[src/rtl/test_osc_led_btn_debounce.sv]
// Two-flop synchroniser, hold-time debouncer and press (1->0) pulse for an active-low button.
module btn_debounce #(
    parameter int DebounceLen = 4
) (
    input  logic clk,
    input  logic rst,
    input  logic button,
    output logic press
);

    localparam int CntW = (DebounceLen > 1) ? $clog2(DebounceLen) : 1;
    localparam logic [CntW-1:0] CntLast = CntW'(DebounceLen - 1);

    logic            sync_ff;
    logic            sync_btn;
    logic            db_level;
    logic [CntW-1:0] cnt;

    // Released (1) is the safe reset level so a button held through reset still yields one press.
    always_ff @(posedge clk) begin
        if (rst) begin
            sync_ff  <= 1'b1;
            sync_btn <= 1'b1;
            db_level <= 1'b1;
            cnt      <= '0;
            press    <= 1'b0;
        end else begin
            sync_ff  <= button;
            sync_btn <= sync_ff;
            press    <= 1'b0;
            if (sync_btn == db_level) begin
                cnt <= '0;
            end else if (cnt == CntLast) begin
                db_level <= sync_btn;
                cnt      <= '0;
                press    <= ~sync_btn;
            end else begin
                cnt <= cnt + 1'b1;
            end
        end
    end

endmodule

[config.mk]
export PLATFORM = sky130hd
export DESIGN_NAME = btn_debounce
export DESIGN_NICKNAME = d
export VERILOG_FILES = /design/src/rtl/test_osc_led_btn_debounce.sv
export SDC_FILE = /design/constraint.sdc
export NUM_CORES = 1
export LEC_CHECK = 0
export BUFFER_PORTS_ARGS = -buffer_cell sky130_fd_sc_hd__buf_2
export CAP_MARGIN = 5
export CORE_AREA = 2 2 39 41
export CTS_CLUSTER_SIZE = 12
export DETAILED_ROUTE_END_ITERATION = 10
export DIE_AREA = 0 0 41 43
export PLACE_DENSITY = 0.3
export SKIP_CTS_REPAIR_TIMING = 1
export SLEW_MARGIN = 10
export SYNTH_ARGS = -nofsm -noshare
export SYNTH_HDL_FRONTEND = slang
export SYNTH_SLANG_ARGS = --single-unit
[constraint.sdc]
create_clock -name clk -period 0.9 [get_ports clk]
set_input_delay 0.18 -clock clk [delete_from_list [all_inputs] [get_ports clk]]
set_output_delay 0.18 -clock clk [all_outputs]
set_load 0.03 [all_outputs]
# [Word level (Yosys, flattened, before mapping)]
# Index checks and enable logic that the tools add are counted.
[word_totals] rom_bits=0 mem_count=0 output_inout_bits=1 in_bits=3 ff_bits=6 latch_bits=0 ramBits=0
[op_classes] n_mul=0 n_mux=0 bitwise=3 shifts=0 add_sub_neg=1 n_eq_ne=2 magnitude_cmp=0 reduce_logical=3 div_mod_pow=0
[op_table] cell="3-bit OR reduction" n=2
[op_table] cell="1-bit inverter" n=3
[op_table] cell="2-bit by 1-bit adder with 2-bit output, second input constant" n=1
[op_table] cell="2-bit equality test, second input constant" n=1
[op_table] cell="2-bit AND reduction" n=1
[op_table] cell="1-bit equality test" n=1

# [Logic depth before layout (Yosys ltp)]
[depth] ltp_word=3 ltp_mapped=3

# [Worst setup path after synthesis]
# OpenSTA, ideal clock, no wires.
[synth_timing] path_type="flip-flop to flip-flop" start="reg cnt[0]" end="reg db_level" arrival_time_ns=0.848 path_slack_ns=-0.068 stages_incl_launch_ff=3 setup_ns=0.120 path_cell_list="dfxtp_1 > ha_1 > a211o_2"
[synth_between] elab_chain_cells=2
[synth_lines] item="start, declared" line="17" text="logic [CntW-1:0] cnt;"
[synth_lines] item="start signal, assigned" line="38" text="cnt <= cnt + 1'b1;"
[synth_lines] item="2-bit equality test" line="33" text="end else if (cnt == CntLast) begin"
[synth_lines] item="2-bit AND reduction (no source line)"
[synth_lines] item="end signal, assigned" line="34" text="db_level <= sync_btn;"
[synth_lines] item="end, declared" line="16" text="logic db_level;"
# No other way between the ends.
# A chain may end at the register's enable or synchronous reset.

# [Worst setup path in the final report]
# Ends and elaborated chain as after synthesis.

==> results by group <==
Die
  • Boundary Pins: 4
  • Area of the core: 1380 um^2
  • Die Y: 43 um
  • Die width: 41 um
  • Initial core utilization: 14.7%
  • Die Area: 1760 um^2
  • Row cnt: 14

Setup path
  • Arr. time, crit path: 1.03 ns
  • CP top delay family: flip-flops
  • Critical path class: flop to flop
  • Crit-path max cell delay: 0.34 ns
  • Crit path depth: 3
  • Cell Chain, Critical Path: ha_4 -> nor2b_1 -> a211o_2
  • Required @ worst endpoint: 1.02 ns
  • Maximum fanout along the worst path: 5
  • CP Capture Type: flop
  • Worst path slowest cell: dfxtp_2
  • R2R depth: 3
  • Crit start category: flop
  • CP Buf/Inv Count: 0

STA
  • Worst-Margin Slew: 0.259 ns
  • Final Cycle Share: 101%
  • Final Max Slew Viols: 0
  • Max Freq: 1100 MHz
  • Hold slack: 0.124 ns
  • Final hold vios: 0
  • Worst relative slew slack: 82.6%
  • Post-route setup TNS: -0.0112 ns
  • Fin worst setup slack: -0.0112 ns
  • Period minus WS final: 0.911 ns
  • Worst clock skew: 0.00626 ns
  • RSZ-0062 raised after global routing: yes
  • Final Setup Violations: 1

Outcome
  • Failing checks: setup timing
  • Outcome: complete, but fails checks

Pwr
  • Overall power: 0.533 mW
  • Pwr dens: 1910 nW/um^2
  • Worst vdd ir: 0.585 mV
  • Pleak: 0.102 nW

Place
  • Placer Congestion: 0.651
  • Dpl ws: -0.0293 ns
  • Cell total after placement: 34
  • Placement-stage cell area: 253 um^2
  • IO Port Bufs: 3
  • DPL Wire Length: 224 um

Clock network
  • Clk sink count: 6
  • Clk slew on worst S/H paths: 0.05 ns
  • Root Driver: clkbuf_4
  • Max Buffers Root-to-Sink: 2
  • Worst-Skew Late Latency: 0.24 ns
  • CTS Buf Count: 3
  • CTS tree: done
  • H-tree Lvls: 1

Routing
  • DRC: 0
  • Routed Antenna Nets: 0
  • Drt wl/cell: 7.95 um
  • DR pass1 iterations: 2
  • Final WL: 294 um
  • Vias/cell: 3.54
  • Vias post-DR: 131
  • Initial drt markers: 1

Global routing
  • Vias in the first global route: 138
  • Total Routing Usage GR: 5.13%
  • First-pass GRT wire length: 510 um
  • GR Util met1: 4.52%
  • GRT busiest layer: met4
  • Largest net degree at the start of global routing: 7
  • Met2 track demand over resource: 5.94%
  • Initial antenna violation count: 0
  • Met3 usage: 4.71%
  • GRT Residual Overflow: 0

Cells and area
  • Share of cells above drive strength 1: 66.7%
  • Finished Cell Area: 279 um^2
  • # nets final: 27
  • Core Util, Final: 20.2%
  • Fillers: 150
  • ANT cells: 0
  • Layout area overhead: 36.8%
  • Final non-filler cell total: 37

Logic synthesis
  • Yosys warns: 0
  • Register area share after synthesis: 58.9%
  • Synth top area cells: dfxtp_1, nor4b_2, and4bb_2
  • #FFs+latches synth: 6
  • Post-synth net total: 19
  • Syn avg cell area: 13.6 um^2
  • Count of cell types in the netlist: 9
  • Synth top area share: 58.9%
  • Synth area leader: dfxtp_1
  • Cells after Synth: 15
  • Mapped cell area: 204 um^2

Run
  • Maxcap violations: 0

Hold path
  • Worst Hold Class: input port to flop
  • Hold depth: 2
-- cells in the mapped netlist --
cell type / instances
xnor2_1: 1
nor4b_2: 1
or2_2: 2
nor2b_1: 1
nor4_1: 1
a211o_2: 1
and4bb_2: 1
dfxtp_1: 6
ha_1: 1
-- power breakdown --
part	total, mW	leakage, nW	switching, mW	internal, mW
sequential	0.276	0.0499	0.00304	0.272
combinational	0.0164	0.0386	0.00705	0.00930
clock	0.241	0.0138	0.0910	0.150
total	0.533	0.102	0.101	0.432
-- cells in the final DEF, fill, tap and decap left out --
| cell type | n |
|---|---|
| dfxtp_1 | 4 |
| clkbuf_4 | 3 |
| or2_2 | 2 |
| dfxtp_2 | 2 |
| buf_2 | 2 |
| xnor2_1 | 1 |
| nor4b_2 | 1 |
| nor4_1 | 1 |
| and4bb_2 | 1 |
| nor2b_1 | 1 |
| a211o_2 | 1 |
| ha_4 | 1 |
| buf_4 | 1 |
-- routing by layer --
layer	part of all wire (%)	wire, um	up-vias
met5	0	0	-
met4	0	0	0
met3	8.8	26	0
met2	46	136	4
met1	45	132	59
li1	-	-	68
-- final cells by class --
cell class	count	area (um^2)	share of cell area (%)
timing repair buffer	3	17.5	6.28
clock buffer	3	22.5	8.07
multi-input combinational	9	96.3	34.5
tap	16	20.0	7.17
sequential	6	123	43.9
-- worst paths after layout --
path,endpoint,from,slack [ns]
worst max-delay path,db_level,cnt[0],-0.01
worst min-delay path,sync_ff,button,0.12
worst min register to register,sync_btn,sync_ff,0.41
worst max register to register,db_level,cnt[0],-0.01
-- sequential cells by signal (all words and copies together), names as in the netlist --
name,cells
sync_ff,1
db_level,1
sync_btn,1
cnt,2
press,1
-- cell families after synthesis --
| logic type | synth area share (%) |
|---|---|
| DFF | 58.9 |
| and+or+nand+nor | 25.8 |
| xor gates and xnor gates | 4.30 |
| AOI/OAI and AO/OA | 4.91 |
| adders and majority gates | 6.13 |
(Power assumes the default switching activity.)
